$ cat src/rtl/p_acc_pow2.sv
// p_acc_pow2: sums 2^SHIFT signed samples per frame and hands the full-precision sum downstream over valid/ready
module p_acc_pow2 #(
  parameter int         SHIFT = 2,
  parameter int         PREC  = 8,
  parameter logic [1:0] DTYPE = 2'd0
) (
  input  logic                          clk,
  input  logic                          reset_,
  input  logic                          flush,
  input  logic                          in_valid,
  output logic                          in_ready,
  input  logic signed [PREC-1:0]        in,
  output logic                          out_valid,
  input  logic                          out_ready,
  output logic signed [PREC+SHIFT-1:0]  out,
  output logic [SHIFT:0]                cnt
);
  localparam int OW = PREC + SHIFT;
  localparam logic [SHIFT:0] LAST = (SHIFT+1)'((1 << SHIFT) - 1);
  localparam bit NUM = DTYPE < 2'd2;
  typedef enum logic {ACC, OUT} state_t;
  state_t state_q, state_d;
  logic signed [OW-1:0] acc, sx, sum;
  logic accept, last;
  assign sx        = OW'(in);
  assign in_ready  = reset_ && (!NUM || state_q == ACC);
  assign out_valid = NUM && state_q == OUT;
  assign accept    = NUM && in_valid && in_ready;
  assign last      = cnt == LAST;
  assign sum       = cnt == '0 ? sx : acc + sx;
  // next state: flush dominates, N-th accept enters OUT, handshake returns to ACC
  always_comb
    state_d = flush ? ACC :
              (state_q == ACC && accept && last) ? OUT :
              (state_q == OUT && out_ready) ? ACC : state_q;
  // state register
  always_ff @(posedge clk or negedge reset_)
    if (!reset_) state_q <= ACC;
    else state_q <= state_d;
  // running sum and sample counter; result latched on the last sample of a frame
  always_ff @(posedge clk or negedge reset_)
    if (!reset_) begin
      cnt <= '0;
      acc <= '0;
      out <= '0;
    end else if (flush) begin
      cnt <= '0;
      acc <= '0;
    end else if (accept) begin
      if (last) begin
        out <= sum;
        cnt <= '0;
      end else begin
        acc <= sum;
        cnt <= cnt + 1'b1;
      end
    end
endmodule

$ cat config.mk
export PLATFORM = sky130hd
export DESIGN_NAME = p_acc_pow2
export DESIGN_NICKNAME = d
export VERILOG_FILES = /design/src/rtl/p_acc_pow2.sv
export SDC_FILE = /design/constraint.sdc
export NUM_CORES = 1
export LEC_CHECK = 0
export CAP_MARGIN = 5
export CORE_AREA = 10 10 71 73
export CTS_CLUSTER_SIZE = 28
export DETAILED_ROUTE_END_ITERATION = 8
export DIE_AREA = 0 0 81 83
export PLACE_DENSITY = 0.73
export SLEW_MARGIN = 0
export SYNTH_ARGS = -nofsm -noshare
export SYNTH_HDL_FRONTEND = slang
export SYNTH_SLANG_ARGS = --single-unit
$ cat constraint.sdc
create_clock -name clk -period 2.1 [get_ports clk]
set_clock_uncertainty 0.15 [all_clocks]
set_input_delay 0.315 -clock clk [delete_from_list [all_inputs] [get_ports clk]]
set_output_delay 0.315 -clock clk [all_outputs]
set_load 0.05 [all_outputs]
==> flow_metrics.py, run 1 <==
metrics = {
    "placed_design": {
        "place_ws_ns": -0.604,
        "dp_hpwl_mm": 2.69,
        "gp_congestion": 0.824,
        "portBuffers": 27,
    },
    "floorplan": {
        "die_w_um": 81,
        "row_count": 22,
        "coreArea_um2": 3630,
        "dieArea_um2": 6720,
        "start_util": 0.386,
        "io_pins": 28,
        "die_h_um": 83,
    },
    "critical_path": {
        "critPathCaptureType": "register",
        "path_max_fanout": 2,
        "crit_type": "reg -> reg",
        "r2r-start": "acc[0]",
        "r2r_end": "out[6]",
        "r2r_slack_ns": -0.16,
        "worstPathArrival_ns": 2.26,
        "critPathRequiredTime_ns": 2.10,
        "cp-start-kind": "register",
        "worstRegToRegCells": 9,
        "setup.worst_path.end": "out[6]",
        "cp-startpoint": "acc[0]",
    },
    "clock_network": {
        "clk_latency_ns": 0.26,
        "postCtsHoldBufs": 0,
        "cts_tree": "built",
        "clk_pin_slew_ns": 0.08,
        "htree_num_levels": 1,
        "cts_sinks": 24,
        "clockBufferDepth": 2,
        "cts_made_buffers": 3,
        "cts_root_buffer": "clkbuf_8",
    },
    "layout": {
        "areaGrowthSynthToFinish_pct": 50.8,
        "final_common_cell": "buf_4",
        "diodes": 0,
        "mostFrequentLayoutCells": "30 x buf_4, 24 x dfrtp_1, 23 x nand2_1",
        "layout-drive-gt1-share": 0.271,
        "fin_nets": 234,
    },
    "detailed_routing": {
        "drt_iter0_markers": 55,
        "ant_nets": 0,
        "vias": 1223,
        "drc": 0,
        "drt-pass1-iter-count": 4,
        "totalWireLength_mm": 3.45,
        "viasPerCell": 4.80,
        "wl_per_cell_um": 13.5,
    },
    "sta": {
        "worst_pin_slew_ns": 0.522,
        "slew_violations": 0,
        "holdWs_ns": 0.287,
        "period_minus_slack_ns": 2.26,
        "finalSetupTns_ns": -0.358,
        "rsz0062_at_grt": "yes",
        "max_slew_margin": 0.651,
        "setup_ws_ns": -0.157,
        "timing.final.crit_share": 1.07,
        "max_freq_mhz": 443,
        "hold_viol": 0,
        "finalSetupViolCount": 5,
    },
    "yosys": {
        "syn_nets": 175,
        "synthMuxAreaShare": 0.0375,
        "synthXorXnorAreaFrac": 0.0500,
        "ys_seq_elements": 24,
        "synth_compound_area_frac": 0.193,
        "synth_warnings": 0,
        "ys_seq_area_frac": 0.428,
        "yosys.area_share.adder": 0.112,
        "synth.avg_cell_area_um2": 9.35,
        "syn_area_um2": 1400,
        "synth_simple_gate_area_share": 0.152,
        "synth_top_family_by_area": "compound AO/OA/AOI/OAI gates",
        "synth_cells": 150,
        "synth_cell_types": 35,
    },
    "power_and_ir_drop": {
        "ir_drop_mv": 0.313,
        "power_switching_uw": 326,
        "power_leakage_uw": 0.00101,
        "power_frac_comb": 0.308,
        "seqPwrFrac": 0.449,
        "p_total_uw": 1100,
        "power_frac_clock": 0.243,
        "p_sw_frac": 0.297,
        "cell_internal_pwr_uw": 774,
        "p_per_area_nw_per_um2": 520,
    },
    "global_route": {
        "grt_pass1_vias": 1267,
        "grt_max_degree": 25,
        "grt.overflow.total": 0,
        "grt_pass1_wl_mm": 5.73,
        "antenna_found_initial": 0,
        "track_usage": 0.101,
    },
    "hold_path": {
        "hold_class": "in -> reg",
    },
    "job": {
        "maxCapViolCount": 0,
    },
    "run_status": {
        "status": "complete, but fails checks",
        "violations": "setup timing",
    },
}
==> cell usage after synthesis <==
library cell | number | area, um2
a211oi_1 | 1 | 7.51
a21o_1 | 2 | 15.0
a21o_2 | 1 | 8.76
a21oi_1 | 8 | 40.0
a21oi_2 | 3 | 26.3
a22o_1 | 2 | 17.5
a311oi_1 | 1 | 8.76
a31oi_1 | 1 | 6.26
and4b_1 | 1 | 10.0
buf_2 | 1 | 5.00
clkbuf_1 | 3 | 11.3
dfrtp_1 | 24 | 601
fa_1 | 1 | 20.0
ha_1 | 11 | 138
inv_1 | 6 | 22.5
mux2_2 | 2 | 22.5
mux2i_1 | 3 | 30.0
nand2_1 | 23 | 86.3
nand2_2 | 1 | 6.26
nand2b_1 | 1 | 6.26
nand3_1 | 2 | 10.0
nor2_1 | 10 | 37.5
nor2b_1 | 3 | 18.8
nor2b_2 | 1 | 8.76
nor3_1 | 2 | 10.0
nor4_1 | 2 | 12.5
o21ai_0 | 17 | 85.1
o21ai_1 | 3 | 15.0
o21ai_2 | 1 | 8.76
o21bai_1 | 1 | 7.51
o2bb2ai_1 | 1 | 8.76
o31ai_1 | 2 | 15.0
or3_1 | 1 | 6.26
xnor2_1 | 4 | 35.0
xor2_1 | 4 | 35.0
==> sequential cells by signal, indices dropped and copies added (netlist names) <==
| signal | cells |
|---|---|
| acc | 10 |
| cnt | 3 |
| out_valid | 1 |
| out | 10 |
==> per-layer routing <==
layer  wire, um  global-route usage  up-vias
met1       1670               0.135      563
met3        177              0.0248        2
met5          0                   0        -
li1           -                   -      640
met4         35              0.0329        0
met2       1580               0.155       18
==> worst min path at each step <==
stage            from  endpoint  slack [ns]  cells after the start
2_1_floorplan  reset_    acc[0]       -0.13                      0
3_3_place_gp   out[0]    out[0]        0.31                      2
3_5_place_dp   out[3]    out[3]        0.32                      2
4_1_cts        out[3]    out[3]        0.34                      2
5_1_grt         in[2]    acc[2]        0.35                      3
6_report        in[2]    acc[2]        0.29                      3
==> final cells by class <==
type,count,area [um2]
Fill cell,329,1520
Inverter,6,22.5
Clock buffer,3,41.3
Timing Repair Buffer,58,534
Tap cell,48,60.1
Multi-Input combinational cell,116,857
Sequential cell,24,601
==> critical path: stages (launching register included) <==
cell and delay (ns):
dfrtp_1 0.39, ha_2 0.19, fa_2 0.35, a21o_1 0.17, a21oi_2 0.14, o21bai_1 0.08
a21oi_1 0.15, xor2_1 0.17, o21ai_1 0.10, mux2_2 0.27
==> stage by stage <==
stage	util	cells	area [um2]
2_1_floorplan	-	150	1410
3_3_place_gp	0.537	248	1950
3_5_place_dp	0.537	248	1950
4_1_cts	0.557	254	2020
5_1_grt	0.582	255	2120
6_report	0.582	255	2120
==> cell families (layout without fill, tap and decap cells) <==
logic type	after synthesis	in the layout
buf+inv	10	67
xor+xnor	8	8
fa+ha+maj	12	12
compound gates	44	44
flops	24	24
mux	5	5
simple gates	47	47
==> repair_timing <==
| item | in CTS | in global routing |
|---|---|---|
| pin swaps | 9 | 10 |
| setup endpoints to repair | 12 | 14 |
| buffers inserted | 3 | 2 |
| gates resized for setup | 5 | 17 |
==> power groups by stage <==
stage               combinational, uW  clock (uW)  sequential, uW
floorplan                         140           0             525
global placement                  300           0             502
detailed placement                305           0             502
CTS                               314         270             493
global route                      371         283             497
finish                            339         267             494
Power figures use the tool's default switching activity.
==> inputs of run 2 (changes only) <==
- GPL_TIMING_DRIVEN: not set -> 0
- TNS_END_PERCENT: not set -> 20
==> flow_metrics.py, run 2 (synthesis results as in run 1) <==
metrics = {
    "run_status": {
        "status": "complete, but fails checks",
        "violations": "setup timing",
    },
    "global_route": {
        "antenna_found_initial": 0,
        "grt_max_degree": 25,
        "track_usage": 0.102,
        "grt_pass1_vias": 1173,
        "grt_pass1_wl_mm": 5.58,
        "grt.overflow.total": 0,
    },
    "detailed_routing": {
        "drt-pass1-iter-count": 4,
        "totalWireLength_mm": 3.36,
        "drt_iter0_markers": 58,
        "wl_per_cell_um": 14.4,
        "drc": 0,
        "viasPerCell": 5.00,
        "ant_nets": 0,
        "vias": 1166,
    },
    "power_and_ir_drop": {
        "power_frac_clock": 0.348,
        "seqPwrFrac": 0.423,
        "cell_internal_pwr_uw": 849,
        "p_sw_frac": 0.275,
        "power_frac_comb": 0.230,
        "power_leakage_uw": 0.000853,
        "power_switching_uw": 321,
        "ir_drop_mv": 0.317,
        "p_per_area_nw_per_um2": 620,
    },
    "sta": {
        "max_freq_mhz": 442,
        "period_minus_slack_ns": 2.26,
        "finalSetupViolCount": 8,
        "max_slew_margin": 0.281,
        "timing.final.crit_share": 1.08,
        "holdWs_ns": 0.235,
        "finalSetupTns_ns": -0.616,
        "rsz0062_at_grt": "yes",
        "worst_pin_slew_ns": 1.07,
        "slew_violations": 0,
        "hold_viol": 0,
        "setup_ws_ns": -0.161,
    },
    "placed_design": {
        "place_ws_ns": -1.14,
        "portBuffers": 26,
        "post_dp_cell_area_um2": 1730,
        "dp_hpwl_mm": 2.45,
        "gp_congestion": 0.743,
    },
    "clock_network": {
        "cts_sinks": 24,
        "cts_made_buffers": 3,
        "clk_pin_slew_ns": 0.09,
        "cts_tree": "built",
        "cts_root_buffer": "clkbuf_8",
        "clk_latency_ns": 0.27,
        "htree_num_levels": 1,
        "clockBufferDepth": 2,
    },
    "layout": {
        "mostFrequentLayoutCells": "24 x dfrtp_1, 23 x nand2_1, 21 x clkdlybuf4s50_1",
        "multi_input_area_um2": 826,
        "fillers": 351,
        "final_common_cell": "dfrtp_1",
        "diodes": 0,
        "fin_nets": 211,
        "layout-drive-gt1-share": 0.151,
        "reg.largest.list": "acc: 10 flops, out: 10 flops, cnt: 3 flops",
        "regArea_um2": 601,
        "areaGrowthSynthToFinish_pct": 34.7,
        "final_core_util": 0.520,
        "design_area_um2": 1890,
    },
    "critical_path": {
        "r2r_slack_ns": -0.16,
        "path_max_fanout": 2,
        "worstRegToRegCells": 9,
        "cp-start-kind": "register",
        "r2r_end": "out[6]",
        "critPathCaptureType": "register",
        "worstPathArrival_ns": 2.27,
        "crit_type": "reg -> reg",
        "critPathRequiredTime_ns": 2.11,
        "r2r-start": "acc[0]",
    },
    "floorplan": {
        "dieArea_um2": 6720,
        "die_h_um": 83,
        "io_pins": 28,
        "coreArea_um2": 3630,
        "row_count": 22,
        "die_w_um": 81,
        "start_util": 0.386,
    },
    "hold_path": {
        "whs_endpoint": "cnt[0]",
        "holdCritStartpoint": "flush",
        "hold_class": "in -> reg",
        "hold_depth": 2,
    },
    "job": {
        "maxCapViolCount": 0,
    },
}
-- run 2: changes by cell type in the layout (fill, tap and decap cells not counted), sizes merged --
| cell | change |
|---|---|
| buf | -26 |
| bufinv | +1 |
| clkbuf | +3 |
| dlygate4sd2 | +3 |
| dlygate4sd3 | +1 |
| dlymetal6s2s | -4 |
-- run 2: critical path, cell delays in order (launching register included) --
cell	delay [ns]
dfrtp_1	0.43
ha_4	0.19
fa_2	0.33
a21o_1	0.17
a21oi_2	0.14
o21bai_1	0.09
a21oi_2	0.14
xor2_1	0.18
o21ai_2	0.08
mux2_2	0.26
-- run 2: worst max path at each step --
stage	startpoint	to	slack [ns]	depth (start not counted)
5_1_grt	acc[0]	out[6]	-0.27	9
2_1_floorplan	acc[0]	out[6]	-0.07	9
6_report	acc[0]	out[6]	-0.16	9
4_1_cts	acc[0]	out[6]	-0.23	9
3_3_place_gp	reset_	in_ready	-1.12	3
3_5_place_dp	reset_	in_ready	-1.14	3
-- run 2: power groups by stage --
stage / clock network [uW] / registers (uW) / logic (uW)
5_1_grt: 429 / 497 / 297
4_1_cts: 410 / 495 / 264
2_1_floorplan: 0 / 525 / 140
6_report: 407 / 495 / 269
3_3_place_gp: 0 / 502 / 243
3_5_place_dp: 0 / 503 / 246
-- run 2: final cells by class --
type                            instances  area share
Buffer                                  4     0.00861
Clock buffer                            3      0.0219
Clock inverter                          1      0.0159
Inverter                                6      0.0119
Multi-Input combinational cell        116       0.437
Sequential cell                        24       0.318
Tap cell                               48      0.0318
Timing Repair Buffer                   31       0.155
-- run 2: metal layers --
metal  vias up  track usage  share of wire
li1        600            -              -
met1       540        0.123           0.45
met2        19        0.164           0.48
met3         7       0.0226          0.042
met4         0       0.0469          0.021
met5         -            0              0
-- run 2: stage by stage --
step	std cells	power, uW
6_report	233	1170
3_3_place_gp	224	745
5_1_grt	233	1220
3_5_place_dp	224	749
4_1_cts	233	1170
2_1_floorplan	150	665
-- run 2: what timing repair did --
action / CTS / global route
resized for setup: 18 / 4
buffers inserted: 4 / 0
endpoints found under the setup margin: 24 / 16
hold endpoints to repair: 24 / 0
hold buffers: 1 / 0
pin swaps: 9 / 6
